===== config.mk =====
export PLATFORM = sky130hd
export DESIGN_NAME = cam_eth_arbiter
export DESIGN_NICKNAME = d
export VERILOG_FILES = /design/src/rtl/cam_eth_arb_pkg.sv /design/src/rtl/arb_flag_fifo.sv /design/src/rtl/cam_eth_arbiter.sv
export SDC_FILE = /design/constraint.sdc
export NUM_CORES = 1
export LEC_CHECK = 0
export CAP_MARGIN = 10
export CORE_ASPECT_RATIO = 1.4
export CORE_UTILIZATION = 25
export CTS_BUF_LIST = sky130_fd_sc_hd__clkbuf_16
export CTS_CLUSTER_DIAMETER = 100
export DETAILED_ROUTE_END_ITERATION = 10
export PLACE_DENSITY = 0.36
export SETUP_SLACK_MARGIN = 0.5
export SYNTH_ARGS = -nofsm -noshare
export SYNTH_HDL_FRONTEND = slang
export SYNTH_HIERARCHICAL = 1
export SYNTH_SLANG_ARGS = --single-unit

===== constraint.sdc =====
create_clock -name clk -period 4.84 [get_ports clk]
set_clock_uncertainty 0.1 [all_clocks]
set_input_delay 0.726 -clock clk [delete_from_list [all_inputs] [get_ports clk]]
set_output_delay 0.726 -clock clk [all_outputs]
set_load 0.02 [all_outputs]

===== src/rtl/cam_eth_arb_pkg.sv =====
// Shared types and mode encodings for the camera-to-Ethernet line arbiter.
package cam_eth_arb_pkg;

  typedef enum logic [1:0] {
    IDLE,
    GRANT,
    BUSY,
    GAP
  } arb_state_e;

  localparam logic [1:0] MODE_CAM0  = 2'd0;
  localparam logic [1:0] MODE_CAM1  = 2'd1;
  localparam logic [1:0] MODE_RR    = 2'd2;
  localparam logic [1:0] MODE_FRAME = 2'd3;

endpackage


===== src/rtl/arb_flag_fifo.sv =====
// Per-camera queue of pending line flags {first,last}; synchronous, power-of-2 deep.
module arb_flag_fifo #(
  parameter int unsigned DEPTH = 4
) (
  input  logic                     clk,
  input  logic                     rst_n,
  input  logic                     push_i,
  input  logic                     pop_i,
  input  logic [1:0]               din_i,
  output logic [1:0]               dout_o,
  output logic [$clog2(DEPTH):0]   count_o,
  output logic                     full_o,
  output logic                     empty_o
);

  localparam int unsigned AW = $clog2(DEPTH);
  localparam int unsigned CW = AW + 1;

  logic [1:0]    mem_q [DEPTH];
  logic [AW-1:0] wr_q;
  logic [AW-1:0] rd_q;
  logic [CW-1:0] cnt_q;
  logic          do_push;
  logic          do_pop;

  assign empty_o = (cnt_q == '0);
  assign full_o  = (cnt_q == CW'(DEPTH));
  assign count_o = cnt_q;
  assign dout_o  = mem_q[rd_q];

  // A pop frees a slot in the same cycle, so a full queue still accepts a push then.
  assign do_pop  = pop_i & ~empty_o;
  assign do_push = push_i & (~full_o | do_pop);

  always_ff @(posedge clk or negedge rst_n) begin
    if (!rst_n) begin
      for (int unsigned i = 0; i < DEPTH; i++) mem_q[i] <= '0;
      wr_q  <= '0;
      rd_q  <= '0;
      cnt_q <= '0;
    end else begin
      if (do_push) begin
        mem_q[wr_q] <= din_i;
        wr_q        <= wr_q + AW'(1);
      end
      if (do_pop) rd_q <= rd_q + AW'(1);
      cnt_q <= cnt_q + CW'(do_push) - CW'(do_pop);
    end
  end

endmodule


===== src/rtl/cam_eth_arbiter.sv =====
// Arbitrates the single UDP line sender between two camera capture paths:
// queue line-ready events, pick a camera per mode, issue a command, wait, enforce the gap.
module cam_eth_arbiter
  import cam_eth_arb_pkg::*;
#(
  parameter int unsigned MAX_PEND = 4,
  parameter int unsigned IFG_CYC  = 12,
  parameter int unsigned TIMEOUT  = 65535
) (
  input  logic       clk,
  input  logic       rst_n,
  input  logic [1:0] mode,
  input  logic [1:0] line_rdy,
  input  logic [1:0] line_first,
  input  logic [1:0] line_last,
  output logic       send_start,
  output logic       send_sel,
  output logic       send_first,
  output logic       send_last,
  input  logic       send_done,
  output logic       busy,
  output logic [1:0] ovf,
  output logic       err_timeout
);

  localparam int unsigned CW = $clog2(MAX_PEND) + 1;

  arb_state_e      state_q, state_d;
  logic [15:0]     tmo_q, tmo_d;
  logic [7:0]      gap_q, gap_d;
  logic            sel_q, sel_d;
  logic            first_q, first_d;
  logic            last_q, last_d;
  logic            last_srv_q, last_srv_d;
  logic            lock_q, lock_d;
  logic            err_q, err_d;
  logic [1:0]      ovf_q, ovf_d;

  logic [1:0]      pop;
  logic [1:0]      empty;
  logic [1:0]      full;
  logic [1:0][1:0] head;
  logic [CW-1:0]   cnt0, cnt1;
  logic            grant;
  logic            gcam;
  logic            other_pending;

  arb_flag_fifo #(.DEPTH(MAX_PEND)) u_fifo0 (
    .clk     (clk),
    .rst_n   (rst_n),
    .push_i  (line_rdy[0]),
    .pop_i   (pop[0]),
    .din_i   ({line_first[0], line_last[0]}),
    .dout_o  (head[0]),
    .count_o (cnt0),
    .full_o  (full[0]),
    .empty_o (empty[0])
  );

  arb_flag_fifo #(.DEPTH(MAX_PEND)) u_fifo1 (
    .clk     (clk),
    .rst_n   (rst_n),
    .push_i  (line_rdy[1]),
    .pop_i   (pop[1]),
    .din_i   ({line_first[1], line_last[1]}),
    .dout_o  (head[1]),
    .count_o (cnt1),
    .full_o  (full[1]),
    .empty_o (empty[1])
  );

  assign other_pending = gcam ? (cnt0 != '0) : (cnt1 != '0);

  always_comb begin
    grant = 1'b0;
    gcam  = 1'b0;
    case (mode)
      MODE_CAM0: begin
        grant = ~empty[0];
        gcam  = 1'b0;
      end
      MODE_CAM1: begin
        grant = ~empty[1];
        gcam  = 1'b1;
      end
      MODE_RR: begin
        grant = ~&empty;
        gcam  = (empty == 2'b00) ? ~last_srv_q : empty[0];
      end
      default: begin
        // Frame interleave: stay on the locked camera; hop only onto a frame start.
        if (!empty[lock_q]) begin
          grant = 1'b1;
          gcam  = lock_q;
        end else if (!empty[~lock_q] && head[~lock_q][1]) begin
          grant = 1'b1;
          gcam  = ~lock_q;
        end
      end
    endcase
  end

  always_comb begin
    state_d    = state_q;
    tmo_d      = tmo_q;
    gap_d      = gap_q;
    sel_d      = sel_q;
    first_d    = first_q;
    last_d     = last_q;
    last_srv_d = last_srv_q;
    lock_d     = lock_q;
    err_d      = err_q;
    pop        = '0;
    case (state_q)
      IDLE: begin
        if (grant) begin
          state_d           = GRANT;
          pop[gcam]         = 1'b1;
          sel_d             = gcam;
          {first_d, last_d} = head[gcam];
          last_srv_d        = gcam;
          if (mode == MODE_FRAME) lock_d = (head[gcam][0] && other_pending) ? ~gcam : gcam;
        end
      end
      GRANT: begin
        state_d = BUSY;
        tmo_d   = '0;
      end
      BUSY: begin
        if (send_done) begin
          state_d = GAP;
          gap_d   = '0;
        end else if (tmo_q == 16'(TIMEOUT - 1)) begin
          state_d = GAP;
          gap_d   = '0;
          err_d   = 1'b1;
        end else begin
          tmo_d = tmo_q + 16'd1;
        end
      end
      default: begin
        if (gap_q == 8'(IFG_CYC - 1)) state_d = IDLE;
        else                          gap_d   = gap_q + 8'd1;
      end
    endcase
    ovf_d = ovf_q | (line_rdy & full & ~pop);
  end

  always_ff @(posedge clk or negedge rst_n) begin
    if (!rst_n) begin
      state_q    <= IDLE;
      tmo_q      <= '0;
      gap_q      <= '0;
      sel_q      <= 1'b0;
      first_q    <= 1'b0;
      last_q     <= 1'b0;
      last_srv_q <= 1'b1;
      lock_q     <= 1'b0;
      err_q      <= 1'b0;
      ovf_q      <= '0;
    end else begin
      state_q    <= state_d;
      tmo_q      <= tmo_d;
      gap_q      <= gap_d;
      sel_q      <= sel_d;
      first_q    <= first_d;
      last_q     <= last_d;
      last_srv_q <= last_srv_d;
      lock_q     <= lock_d;
      err_q      <= err_d;
      ovf_q      <= ovf_d;
    end
  end

  assign send_start  = (state_q == GRANT);
  assign busy        = (state_q != IDLE);
  assign send_sel    = sel_q;
  assign send_first  = first_q;
  assign send_last   = last_q;
  assign ovf         = ovf_q;
  assign err_timeout = err_q;

endmodule


==> results by group <==
Outcome
  • Status: finished, final reports clean

Timing
  • Setup TNS: 0 ns
  • Final Hold Viols: 0
  • Max-slew headroom: 0.378
  • Unrepaired setup endpoints after global routing: false
  • Fin crit share: 0.796
  • Setup-failing EPs final: 0
  • Fmax: 260 MHz
  • Final WS setup: 0.987 ns
  • Slew Limit Fails: 0
  • Fin crit period: 3.85 ns
  • Measured slew at the worst slew-check pin: 0.932 ns

Synthesis
  • Sequential share of the synthesized area: 0.441
  • Yosys cell types: 66
  • Syn nets: 374
  • Top post-synthesis cells by area: dfrtp_1 (43%), mux2_2 (5.9%), ha_1 (5.8%), nand2_1 (3.2%), mux4_2 (2.5%)
  • Average instance area after synthesis: 10.6 um2
  • EDFF count, synth: 0
  • Syn. warnings: 6
  • Post-synth top area cell: dfrtp_1
  • Synth top cells by count: dfrtp_1 (63), nand2_1 (31), nor2_1 (24)
  • Synth Flop Type: dfrtp_1
  • Most frequent cell after synthesis: dfrtp_1
  • Synthesized flop and latch total: 64
  • Synthesized instance count: 344
  • Asr flop ratio synth: 1.00
  • Yosys top cell area share: 0.433
  • Netlist Area Pre-Place: 3640 um2

Placed design
  • PortBufs: 18
  • Detail Placement HPWL: 6250 um
  • Cell Area, Placed: 4040 um2
  • Dpl ws: 0.709 ns
  • RePlAce Congestion: 0.712

Critical path
  • Critical Path Fanout Max: 8
  • Crit start category: flip-flop
  • Crit Path Category: flip-flop to flip-flop
  • Internal reg-to-reg setup slack: 0.99 ns
  • Crit end category: flip-flop
  • Worst path arrival time: 3.96 ns
  • Worst Path Required: 4.95 ns

Clock network
  • Clock transition at the registers of the reported paths: 0.06 ns
  • Max Root-Sink Buffers: 2
  • Clock buffer count from CTS: 9
  • Clk sink count: 64
  • CTS tree: built
  • CTS root buf: clkbuf_16
  • Worst-Skew Late Latency: 0.33 ns
  • CTS hold repair buffers: 0
  • H-tree levels: 3
  • Postcts setup bufs: 0
  • Post-CTS sizing: 0

Global routing
  • Vias in the first global route: 2,766
  • Met3 usage: 0.0242
  • Met2 Track Usage GR: 0.224
  • Grt ovf: 0
  • Most Crowded Layer GR: met2
  • Initial antenna violation count: 0
  • Global-route wire length before repair: 14,700 um
  • Met1 usage: 0.153
  • All-layer global routing usage: 0.128
  • Largest net degree at the start of global routing: 38

Final layout
  • Reg area: 1600 um2
  • P&R area growth vs syn: 20.2%
  • Diode count: 0
  • Final non-filler cell area: 4370 um2
  • Share of layout cells above drive strength 1: 0.165
  • Filler cells: 1,480
  • Multi-input gate area: 1940 um2
  • Layout Utilization: 0.311
  • Total Nets Final: 400

Route
  • WL final: 8760 um
  • Via Count: 2,687
  • Antenna Nets Post-Route: 0
  • DRT Pass-1 Iters: 4
  • Routed length per instance: 15.6 um
  • Via density: 4.80
  • DR DRC count: 0
  • DR iter-0 viols: 73

Power
  • LEAKAGE: 1.84 nW
  • Pwr dens: 644 nW/um2
  • Max VDD drop: 180 uV
  • Tot Pwr: 2.81 mW

Die
  • Die area: 15,000 um2
  • IO Pins: 19
  • Die X: 104 um
  • Initial Util: 0.259
  • Die Ht: 145 um
  • Core Region: 14,000 um2
  • Site Rows: 51

Hold path
  • HP Class: flip-flop to flip-flop

Job
  • Number of max-cap violations: 0
[critical path: stages (launching register included)]
cell	delay [ns]
dfrtp_1	0.46
nor3_1	0.55
and2_1	0.21
a21oi_1	0.05
o31ai_1	0.26
buf_4	0.19
or2_1	0.17
inv_1	0.10
nor4b_4	0.30
nand2b_4	0.21
ha_1	0.23
inv_1	0.05
ha_1	0.12
inv_1	0.05
fa_1	0.37
xnor2_1	0.15
xnor2_1	0.13
[metal layers]
metal	share of wire	vias up	wire (um)
li1	-	1308	-
met5	0	-	0
met2	0.52	32	4530
met3	0.021	9	185
met4	0.015	0	135
met1	0.45	1338	3900
[path summary, 6_finish.rpt]
check / cells past startpoint / end / from
worst max-delay path: 16 / u_fifo0/count_o[2]$_DFF_PN0_ / u_fifo1/count_o[1]$_DFF_PN0_
worst min-delay path: 1 / err_timeout$_DFFE_PN0P_ / err_timeout$_DFFE_PN0P_
worst max register to register: 16 / u_fifo0/count_o[2]$_DFF_PN0_ / u_fifo1/count_o[1]$_DFF_PN0_
worst min register to register: 1 / err_timeout$_DFFE_PN0P_ / err_timeout$_DFFE_PN0P_
max in group asynchronous: 2 / last_srv_q$_DFFE_PN1P_ / rst_n
min in group asynchronous: 1 / gap_q[6]$_DFFE_PN0P_ / rst_n
[where the power goes]
group | leakage, nW | switching, mW | internal, mW
logic | 0.879 | 0.600 | 0.532
registers | 0.795 | 0.196 | 0.739
clock network | 0.169 | 0.249 | 0.499
total | 1.84 | 1.05 | 1.77
[logic make-up after synthesis]
family | after synthesis | synth area share
simple gates | 125 | 0.200
xor+xnor | 11 | 0.0265
flops | 64 | 0.441
mux | 30 | 0.103
buf+inv | 22 | 0.0248
compound gates | 73 | 0.136
fa+ha+maj | 19 | 0.0695
[through the flow]
stage | hold slack (ns) | std cells
2_1_floorplan | 0.330 | 344
3_3_place_gp | 0.362 | 544
5_1_grt | 0.381 | 560
3_5_place_dp | 0.362 | 544
4_1_cts | 0.375 | 560
6_report | 0.364 | 560
[sequential cells by signal (all words and copies together) (netlist names), 2 cells and up]
| name | cells |
|---|---|
| u_fifo0/wr_q | 2 |
| ovf | 2 |
| u_fifo1/rd_q | 2 |
| u_fifo1/count_o | 3 |
| gap_q | 8 |
| tmo_q | 16 |
| u_fifo0/mem_q | 8 |
| u_fifo0/rd_q | 2 |
| u_fifo1/mem_q | 8 |
| state_q | 2 |
| u_fifo1/wr_q | 2 |
| u_fifo0/count_o | 3 |
[cell usage in the layout (no fill, tap or decap), types with 3 or more instances in the layout]
master / n
clkdlybuf4s50_1: 17
nand4b_1: 4
nor3_1: 8
mux2i_1: 7
a31oi_1: 3
inv_1: 15
bufinv_16: 3
nor2b_1: 6
mux4_2: 4
a22o_1: 3
and2_1: 3
o21a_1: 3
mux2_2: 19
buf_4: 3
nand3_1: 12
o21ai_0: 9
nand2_1: 31
and3_1: 5
o21ai_1: 17
a21oi_1: 12
clkbuf_16: 9
ha_1: 17
nand2b_1: 3
clkinv_2: 4
nor2_1: 24
dfrtp_1: 63
xnor2_1: 9
nor3b_1: 4
[area by class of cell]
class	count	share of cell area
clock inverter	7	0.0252
multi-input combinational	258	0.445
timing repair buffer	21	0.0452
inverter	16	0.0137
tap	185	0.0529
sequential	64	0.367
clock buffer	9	0.0515
(Power assumes the default switching activity.)
